**config.mk**
```make
export PLATFORM = sky130hd
export DESIGN_NAME = mem_access_ctrl
export DESIGN_NICKNAME = d
export VERILOG_FILES = /design/src/rtl/mem_access_ctrl.sv
export SDC_FILE = /design/constraint.sdc
export NUM_CORES = 1
export LEC_CHECK = 0
export CORE_MARGIN = 2
export CORE_UTILIZATION = 36
export DETAILED_ROUTE_END_ITERATION = 10
export PLACE_DENSITY = 0.83
export SETUP_SLACK_MARGIN = 0.2
export SLEW_MARGIN = 0
export SYNTH_ARGS = -nofsm -noshare
export SYNTH_HDL_FRONTEND = slang
export SYNTH_SLANG_ARGS = --single-unit
```
**constraint.sdc**
```tcl
create_clock -name CLK -period 5.2 [get_ports CLK]
set_input_delay 0.52 -clock CLK [delete_from_list [all_inputs] [get_ports CLK]]
set_output_delay 0.52 -clock CLK [all_outputs]
set_load 0.02 [all_outputs]
```
**src/rtl/mem_access_ctrl.sv**
```systemverilog
// Serialises instruction and data cache requests onto a single-ported RAM; data wins ties unless it won last time.
// Optional MEMCTL_PERF_EN adds icount/dcount completed-access counters.
module mem_access_ctrl #(
  parameter int WORD_W = 32
) (
  input  logic              CLK,
  input  logic              nRST,
  input  logic              iREN,
  input  logic              dREN,
  input  logic              dWEN,
  input  logic [WORD_W-1:0] iaddr,
  input  logic [WORD_W-1:0] daddr,
  input  logic [WORD_W-1:0] dstore,
  output logic              iwait,
  output logic              dwait,
  output logic [WORD_W-1:0] iload,
  output logic [WORD_W-1:0] dload,
  output logic              ramREN,
  output logic              ramWEN,
  output logic [WORD_W-1:0] ramaddr,
  output logic [WORD_W-1:0] ramstore,
  input  logic [WORD_W-1:0] ramload,
  input  logic [1:0]        ramstate
`ifdef MEMCTL_PERF_EN
  ,
  output logic [31:0]       icount,
  output logic [31:0]       dcount
`endif
);

  typedef enum logic [1:0] {IDLE, IFETCH, DACC} state_t;

  localparam logic [1:0] RAM_ACCESS = 2'd2;
  localparam logic [1:0] RAM_ERROR  = 2'd3;

  state_t            state, next_state;
  logic              last_d;
  logic              i_done, d_done;
  logic [WORD_W-1:0] req_addr;
  logic [WORD_W-1:0] req_store;
  logic              req_wr;

  always_comb begin
    next_state = state;
    iwait      = 1'b1;
    dwait      = 1'b1;
    iload      = '0;
    dload      = '0;
    ramREN     = 1'b0;
    ramWEN     = 1'b0;
    ramaddr    = '0;
    ramstore   = '0;
    i_done     = 1'b0;
    d_done     = 1'b0;
    case (state)
      IDLE: begin
        // last_d blocks a second consecutive data grant while a fetch waits
        if ((dREN || dWEN) && !(last_d && iREN))
          next_state = DACC;
        else if (iREN)
          next_state = IFETCH;
      end
      DACC: begin
        ramWEN   = req_wr;
        ramREN   = !req_wr;
        ramaddr  = req_addr;
        ramstore = req_store;
        if (!dREN && !dWEN) begin
          next_state = IDLE;
        end else if (ramstate == RAM_ACCESS) begin
          dwait      = 1'b0;
          dload      = req_wr ? '0 : ramload;
          d_done     = 1'b1;
          next_state = IDLE;
        end else if (ramstate == RAM_ERROR) begin
          next_state = IDLE;
        end
      end
      IFETCH: begin
        ramREN  = 1'b1;
        ramaddr = req_addr;
        if (!iREN) begin
          next_state = IDLE;
        end else if (ramstate == RAM_ACCESS) begin
          iwait      = 1'b0;
          iload      = ramload;
          i_done     = 1'b1;
          next_state = IDLE;
        end else if (ramstate == RAM_ERROR) begin
          next_state = IDLE;
        end
      end
      default: next_state = IDLE;
    endcase
  end

  always_ff @(posedge CLK) begin
    if (!nRST) begin
      state  <= IDLE;
      last_d <= 1'b0;
    end else begin
      state <= next_state;
      if (d_done)
        last_d <= 1'b1;
      else if (i_done)
        last_d <= 1'b0;
    end
  end

  // Request capture on grant; these only feed the RAM while state is not IDLE, so they carry no reset
  always_ff @(posedge CLK) begin
    if (state == IDLE && next_state == DACC) begin
      req_addr  <= daddr;
      req_store <= dstore;
      req_wr    <= dWEN;
    end else if (state == IDLE && next_state == IFETCH) begin
      req_addr  <= iaddr;
      req_store <= '0;
      req_wr    <= 1'b0;
    end
  end

`ifdef MEMCTL_PERF_EN
  always_ff @(posedge CLK) begin
    if (!nRST) begin
      icount <= '0;
      dcount <= '0;
    end else begin
      if (i_done) icount <= icount + 32'd1;
      if (d_done) dcount <= dcount + 32'd1;
    end
  end
`endif

endmodule

```
== Word level (Yosys, flattened, before mapping) ==
Cells that the tools add are included.
Storage, ports and cells
  register bits after elaboration: 68
  input port bits: 135
  output and inout port bits: 132
  word-level logic and storage cells: 61
Operators by class
  equal/unequal tests: 6
  muxes and demuxes: 36
  reductions and logical operators: 14
Operators by type and width (number)
  $mux W32: 13
  $mux W1: 15
  $mux W2: 6
  $eq A2 B2 Y1 const B: 4
  $pmux W2 S3: 1
  $logic_and A1 B1 Y1: 5
  $eq A2 B1 Y1 const B: 2
  $logic_not A1 Y1: 4
  $reduce_bool A2 Y1: 2
  $logic_not A2 Y1: 1
  $pmux W1 S2: 1
  $reduce_or A2 Y1: 1
  $logic_or A1 B1 Y1: 1

== Depth between registers and ports, before layout ==
  word-level depth: 9
  mapped depth: 9
  gate-level depth less buffers: 7

== Least setup slack after synthesis ==
Ideal clock, no wire load.
  path type: flip-flop to flip-flop
  from: register state[0]
  to: register req_addr[0], enable pin
  setup time: 0.488 ns
  arrival: 4.071 ns
  data required time: 4.712 ns
  path slack: 0.641 ns
  stages on the path, launching flop included: 8
  path buffers: 0
  clock period less this slack: 4.559 ns
  path through: dfxtp_1 > inv_1 > ha_1 > o21ai_2 > a21oi_2 > a211oi_1 > xnor2_1 > nor2_1
On the way
  longest elaborated chain between the ends: 7
  elaborated cells between the ends (all ways): 15
  classes of those cells: 4 x eq/ne; 7 x mux; 4 x reduce/logical
RTL lines
  from (decl): RTL line 36  | state_t state, next_state;
  from (signal assigned): RTL line 102  | state <= next_state;
  $mux W2: RTL line 75, 89
  $mux W2: RTL line 70  | end else if (ramstate == RAM_ACCESS) begin
  $mux W2, on equally long branches: RTL line 82, 68
  $pmux W2 S3: RTL line 55  | case (state)
  $eq A2 B2 Y1 / $eq A2 B1 Y1 (equally long branches): RTL line 112, 116
  $logic_and A1 B1 Y1, on equally long branches: RTL line 112, 116
  $reduce_bool A2 Y1 (no source line) *
  to (signal assigned): RTL line 113  | req_addr <= daddr;
  to (signal assigned): RTL line 117  | req_addr <= iaddr;
  to (decl): RTL line 39  | logic [WORD_W-1:0] req_addr;
Mark *: on every way between the ends. The rest lies on a longest branch, timed or not.
A chain may end at the register's enable or synchronous reset.

== Worst setup path in the final report ==
  from: register state[0]
  to: output dload[4]
On the way
  longest elaborated chain between the ends: 2
RTL lines
  $eq A2 B2 Y1: RTL line 55
  $mux W32: RTL line 55
  to (decl): RTL line 17  | output logic [WORD_W-1:0] dload,
Every way passes these cells.

==> flow_metrics.py <==
metrics = {
    "clocking": {
        "cts_tree": "built",
        "cts_sinks": 68,
        "htreeDepth": 3,
        "cts_setup_buffers": 0,
        "clkSlewWorstSetupHoldPaths_ns": 0.07,
        "cts_made_buffers": 9,
        "clk_latency_ns": 0.34,
        "holdBufCountCts": 0,
        "postCtsResizedCells": 0,
        "clk_path_buf_depth": 2,
        "clockRootBuffer": "clkbuf_8",
    },
    "pwr": {
        "power.density_mw_per_mm2": 264,
        "seqPwrFrac_pct": 42.9,
        "irDropWorstVdd_mv": 0.184,
        "pwr-share-comb_pct": 33.8,
        "p_switching_uw": 501,
        "internal-power_uw": 1280,
        "p_sw_share_pct": 28.1,
        "clockPowerShare_pct": 23.3,
        "p_leak_uw": 0.00252,
    },
    "route": {
        "drc": 0,
        "ant_nets": 0,
        "drtIter0Drc": 101,
        "num_vias": 3230,
        "first_pass_iters": 4,
        "drt_wl_total_um": 10800,
        "vias_per_cell": 4.50,
        "wl_per_cell_um": 15.0,
    },
    "logic_synthesis": {
        "synth_area_leaders": "edfxtp_1, and2_1, mux2_4, mux2_2, dfxtp_1",
        "synth_edf_count": 65,
        "netlist-cell-type-count": 32,
        "synth_fp_nets": 455,
        "yosysWarnings": 0,
        "syn-cell-area_sq_mm": 0.00381,
        "synth_most_common_cell": "and2_1",
        "yosysSeqAreaShare_pct": 52.8,
        "synthFlopType": "edfxtp_1",
        "synth.avg_cell_area_sq_um": 12.0,
        "synth.top_cell.area_share_pct": 51.3,
        "synth-async-reset-ratio_pct": 0,
        "yosys_register_bits": 68,
        "synth_common_cells": "and2_1, edfxtp_1, mux2_4",
        "synth_largest_area_cell": "edfxtp_1",
        "netlist_instances": 316,
    },
    "die": {
        "io_pins": 267,
        "fp.dieW_um": 107,
        "fp.coreArea_sq_mm": 0.0103,
        "die-height_um": 107,
        "die-area_sq_mm": 0.0114,
        "start_util_pct": 37.0,
        "rows": 37,
    },
    "finish": {
        "drive_above_1_share_pct": 9.11,
        "syn_to_final_growth_pct": 77.6,
        "fill_cells": 814,
        "final_nets": 716,
        "diodes": 0,
        "final_core_util_pct": 65.8,
    },
    "timing": {
        "min_period_over_period_pct": 69.6,
        "slew_viol_final": 0,
        "whs_ns": 0.590,
        "fin_setup_tns_ns": 0,
        "clock.fmax_ghz": 0.276,
        "period_minus_slack_ns": 3.62,
        "slew_headroom_pct": 38.3,
        "grt_setup_unrepaired": "no",
        "worstMarginPinSlew_ns": 0.926,
        "clock_skew_ns": 0.00816,
        "finalHoldViolCount": 0,
        "setup_viol_count_final": 0,
    },
    "critical_path": {
        "cp-start-kind": "flip-flop",
        "arrival_ns": 3.10,
        "worstSetupPathType": "flip-flop to output pin",
        "crit_required_ns": 4.68,
        "crit_path_max_fanout": 36,
        "end_kind": "output pin",
    },
    "global_routing": {
        "grt_pass1_wl_um": 16200,
        "grt-ovfl-total": 0,
        "grt_pass1_vias": 3247,
        "antenna_found_initial": 0,
        "grt_use_total_pct": 18.6,
        "grt_max_degree": 66,
    },
    "placement": {
        "hpwl_um": 8660,
        "place_congestion": 0.786,
        "port_buffers": 266,
    },
    "hold_path": {
        "hold_class": "flip-flop to flip-flop",
    },
    "status": {
        "status": "complete, no violations",
    },
    "flow_run": {
        "maxCapViolCount": 0,
    },
}
[layout by cell type (no fill, tap or decap), drive strengths merged]
cell             n
a21oi            2
nand2b           2
o21ai            2
nand2            2
o21a             1
mux2            32
clkbuf          11
nand3b           1
edfxtp          65
o22ai            1
and2           162
nor2b            3
buf              3
nor3             1
inv              3
xnor2            1
a211oi           2
clkdlybuf4s50  266
and3             2
a22oi            1
o211a            1
nor2             5
dfxtp            3
ha               4
clkinv           4
bufinv           1
a21boi           1
[registers in the layout (all words and copies together) (netlist names)]
name	cells
req_addr	32
req_store	32
state	2
last_d	1
req_wr	1
[kinds of logic (layout without fill, tap and decap cells)]
group | after synthesis | after routing | share of synthesized area (%)
compound gates | 11 | 11 | 2.40
simple gates | 178 | 178 | 28.8
mux | 32 | 32 | 11.1
buf+inv | 22 | 288 | 3.29
xor+xnor | 1 | 1 | 0.230
flops | 68 | 68 | 52.8
fa+ha+maj | 4 | 4 | 1.31
[final timing paths]
kind,start,to,slack [ns],cells after the start
max,state[0],dload[4],1.58,7
min,last_d,last_d,0.59,2
max reg2reg,state[0],req_addr[31],1.66,8
min reg2reg,last_d,last_d,0.59,2
[critical path, cell delays in order (launching register included)]
cell and delay [ns]:
dfxtp_1 0.39, inv_1 0.12, ha_1 0.77, nand3b_1 0.28, nor2_1 0.15, buf_4 0.26
and2_1 0.16, clkdlybuf4s50_1 0.62
[routing by layer]
metal | share of wire, % | GRT usage [%]
met5 | 0 | 0
met3 | 9.7 | 6.99
met4 | 1.4 | 5.57
met2 | 57 | 37.7
met1 | 32 | 16.8
[cell type report]
class | instances | area [sq um] | area share (%)
Sequential cell | 68 | 2010 | 29.8
Tap cell | 136 | 170 | 2.52
Inverter | 3 | 11.3 | 0.167
Clock buffer | 11 | 131 | 1.94
Clock inverter | 5 | 52.6 | 0.777
Timing Repair Buffer | 269 | 2700 | 39.9
Multi-Input combinational cell | 226 | 1690 | 24.9
[per-stage QoR]
stage                     instance area [sq um]  total power (uW)  std cells  setup slack, ns
after global routing                       6760              1870        718             1.17
after CTS                                  6760              1810        718             1.50
after global placement                     6580              1370        702             1.81
after detailed placement                   6580              1390        702             1.65
final                                      6760              1780        718             1.58
after floorplan                            3810              1100        316            0.641
[power by group through the flow]
stage | clock network, uW | registers, uW | logic, uW
CTS | 425 | 767 | 613
global placement | 0 | 773 | 600
detailed placement | 0 | 779 | 610
global route | 447 | 777 | 645
floorplan | 0 | 778 | 326
finish | 415 | 766 | 603
Power figures use the tool's default switching activity.
==> patch 1, RTL diff (config.mk and constraints unchanged) <==
Build with the macro `MEMCTL_PERF_EN` defined.
--- a/src/rtl/mem_access_ctrl.sv
+++ b/src/rtl/mem_access_ctrl.sv
@@ -1,4 +1,6 @@
 // Serialises instruction and data cache requests onto a single-ported RAM; data wins ties unless it won last time.
 // Optional MEMCTL_PERF_EN adds icount/dcount completed-access counters.
+`define MEMCTL_PERF_EN
+
 module mem_access_ctrl #(
   parameter int WORD_W = 32
Behaviour (old outputs only; new: dcount and icount): unchanged (equiv_simple and equiv_induct, registers matched by name and starting in step).
==> patch 1 against the original RTL <==
Synthesized area grew 76%; clock power grew to 2.8 times the old value; worst setup slack lost 840 ps; combinational power shrank 4.3%; sequential cell count grew 64; maximum frequency shrank 19%; routed wire length grew 82%; die area grew 73%; critical path depth grew 1; worst hold slack lost 99 ps; total power grew 69%; design area grew 60%; critical path type unchanged.
==> patch 1: results (changes against the original RTL) <==
Status
The run finished with clean final reports.

Timing
The setup skew after layout is 12.2 ps (+4.01 ps). The post-layout worst setup margin is 747 ps (-835 ps).

Critical path
The arrival time at the worst endpoint is 3930 ps (+830 ps). The path depth of the worst reg2reg path is 7 (-1). In this run the worst setup path terminates at dload[9]. The biggest cell delay along the critical path came to 730 ps (-40 ps).

The worst flop-to-flop path endpoint is req_addr[9].

Global route
The largest net degree at the start of global routing is 69 (+4.5%).

Drt
The total iterations of the first detailed-routing run is 5 (+1). The detailed-route vias per instance is 4.76 (+5.9%). The routed metal-1 wirelength is 8.35 mm (+140%).

Final layout
The area taken by flip-flops and latches is 0.00329 mm2 (+64%). The sequential cell count is 132 (+94%). The portion of the layout cell area used by non-clock buffers is 30.8% (-9.1 points). The area taken by multi-input logic gates is 0.00330 mm2 (+96%). The number of fillers in the final layout is 1492 (+83%).

The clock network contribution to total cell area came to 5.45% (+2.7 points).

Synth
The area share of fa/ha/maj cells after synthesis is 1.12% (-0.20 points). The proportion of synthesized area in mux cells is 5.66% (-5.5 points). By area the synthesized netlist is led by sky130_fd_sc_hd__edfxtp_1 29%, sky130_fd_sc_hd__dfxtp_1 20%, sky130_fd_sc_hd__and2_1 20%.

Min path
The endpoint of the worst hold path is icount[29].

Power and ir drop
The static leakage is 3.94 nW (+56%). The power per cell area came to 278 mW/mm2 (+5.2%).

Placement
The cell area reported after detailed placement is 0.0103 mm2 (+56%). The count of input and output buffers was 330 (+24%).
[patch 1: changes by cell type in the layout (fill, tap and decap cells not counted), sizes merged, moves of 9 or more]
cell,change
nand4,+19
clkdlybuf4s50,+63
inv,+9
and3,+9
xor2,+14
nand3,+30
and2,+52
clkbuf,+12
xnor2,+39
nand2,+21
dfxtp,+64
nor4,+9
[patch 1: power by group]
| part | switching [mW] | internal [mW] | leakage, nW |
|---|---|---|---|
| Sequential | 0.0228 | 1.24 | 1.17 |
| Combinational | 0.280 | 0.297 | 2.47 |
| Clock | 0.457 | 0.719 | 0.297 |
| Total | 0.760 | 2.25 | 3.94 |
[patch 1: critical path: cells and delay by family, from the launching register on]
kind / cells / cell delay (ps)
buffers and inverters: 3 / 980
flip-flops: 1 / 350
AND/OR/NAND/NOR: 3 / 970
adder cells (fa/ha/maj): 1 / 730
AO/OA/AOI/OAI: 1 / 480
==> patch 2, RTL diff (same flow settings) <==
Made on the original files. The 3 states of `state_t` get a one-hot encoding in 3 bits.
--- a/src/rtl/mem_access_ctrl.sv
+++ b/src/rtl/mem_access_ctrl.sv
@@ -29,5 +29,5 @@
 );
 
-  typedef enum logic [1:0] {IDLE, IFETCH, DACC} state_t;
+  typedef enum logic [2:0] {IDLE = 3'b001, IFETCH = 3'b010, DACC = 3'b100} state_t;
 
   localparam logic [1:0] RAM_ACCESS = 2'd2;
Behaviour: no difference found for any inputs over 10 cycles, from zero or initial values and one cycle with nRST low; not proved beyond that.
==> patch 2 against the original RTL <==
Design area hardly changed; sequential cell count grew 1; global-route usage grew 1.1 points; synthesized area shrank 0.89%; die area down 0.86%; routed wire length rose by 2.7%; total power grew 9.0%; combinational power decreased by 7.3%; worst setup slack lost 7.5 ps; clock skew barely moved.
==> patch 2: results (changes against the original RTL) <==
Status
The run finished with clean final reports.

Drt
The routed metal-1 wirelength is 3.54 mm (+2.0%). The met3 wirelength from detailed routing came to 1.13 mm (+8.1%). The wire length per cell after detailed routing came to 15.4 um (+2.3%). The overall via count from detail_route was 3310 (+2.5%).

The met2 wire length is 6.05 mm (-1.2%).

Global route
The met2 routing resource usage after global routing is 38.0% (+0.29 points). The met3 layer usage reported by global route is 7.60% (+0.61 points). The via count of the first global-routing pass is 3480 (+7.2%). The number of antenna violations at the first check in global routing was 0 (unchanged).

The first-pass GRT wire length is 17.2 mm (+5.9%). The total routing usage reported by global routing is 19.8% (+1.1 points). The met1 layer usage reported by global route is 18.0% (+1.1 points).

Final layout
The portion of the layout cell area used by non-clock buffers is 39.7% (-0.22 points). The clock network contribution to total cell area was 3.16% (+0.44 points). The sequential cell count came to 69 (+1.5%). The multi-input combinational gate total is 228 (+0.88%). The share of cell area taken by flip-flops and latches is 30.0% (+0.27 points). In the final layout, the registers with the most flip-flops are req_addr x32, req_store x32, state x3.

Placement
The cell area reported after detailed placement came to 0.00655 mm2 (-0.36%). The half-perimeter wire length after placement was 8.69 mm (+0.41%).

Power and ir drop
The peak ir drop on the vdd network is 0.000240 V (+31%). The switching portion of total power is 27.3% (-0.80 points). The reported sequential group power was 910 uW (+19%). The combinational logic power is 559 uW (-7.3%). The static leakage is 2.48 nW (-1.7%).

Min path
The number of stages on the worst hold path is 3 (+1).

Synth
The average cell area after synthesis is 11.7 um2 (-2.7%). Sorting the synthesized cells by area gives the leading types as sky130_fd_sc_hd__edfxtp_1 52%, sky130_fd_sc_hd__and2_1 27%, sky130_fd_sc_hd__mux2_2 9.5%. The synthesized net count is 457 (+0.44%). The sequential area share after synthesis is 53.8% (+1.0 points). Ranked by instance count, the synthesized netlist is headed by 162 x sky130_fd_sc_hd__and2_1, 65 x sky130_fd_sc_hd__edfxtp_1, 32 x sky130_fd_sc_hd__mux2_2, 12 x sky130_fd_sc_hd__clkbuf_1, 5 x sky130_fd_sc_hd__nor2b_1.

Critical path
The flop-to-flop setup slack was 2980 ps (+1320 ps). The library cell contributing the largest single delay on the critical path is sky130_fd_sc_hd__nor4b_4. The worst flop-to-flop path endpoint is req_addr[3]. The critical path starts at state[2].

The biggest cell delay along the critical path is 870 ps (+100 ps). The most critical setup path has its endpoint at dload[26]. The dominant delay contributor by cell family on the critical path is simple AND/OR/NAND/NOR gates.

The path depth of the worst reg2reg path is 4 (-4).

Timing
The worst slew margin relative to its limit is 30.2% (-8.1 points). The setup skew after layout came to 8.66 ps (+0.499 ps).

Clocking
The CTS buffer count was 9 (unchanged).
-- patch 2: cell types whose count changed in the layout (fill, tap and decap cells not counted), sizes merged, moves of 2 or more --
cell     change
nor4b        +2
nand2        -2
clkbuf       -2
nor3         +2
a211oi       -2
ha           -4
nor2b        +2
nor3b        +2
nor2         -3
a2bb2oi      +2
-- patch 2: kinds of logic (layout without fill, tap and decap cells) --
group / count (synthesis) / count (layout) / share of synthesized area [%]
xor+xnor: 1 / 1 / 0.232
simple gates: 183 / 183 / 31.0
buf+inv: 25 / 288 / 3.02
flops: 69 / 69 / 53.8
mux: 32 / 32 / 9.55
compound gates: 12 / 12 / 2.35
-- patch 2: stage by stage --
stage               utilization [%]  cells  power [mW]  setup slack (ps)  hold WS, ps
floorplan                         -    322        1.24              1560          521
global placement               64.0    705        1.46              1770          543
detailed placement             64.0    705        1.49              1590          550
CTS                            66.1    721        1.97              1520          560
global route                   66.1    721        2.04              1250          607
finish                         66.1    721        1.94              1570          551
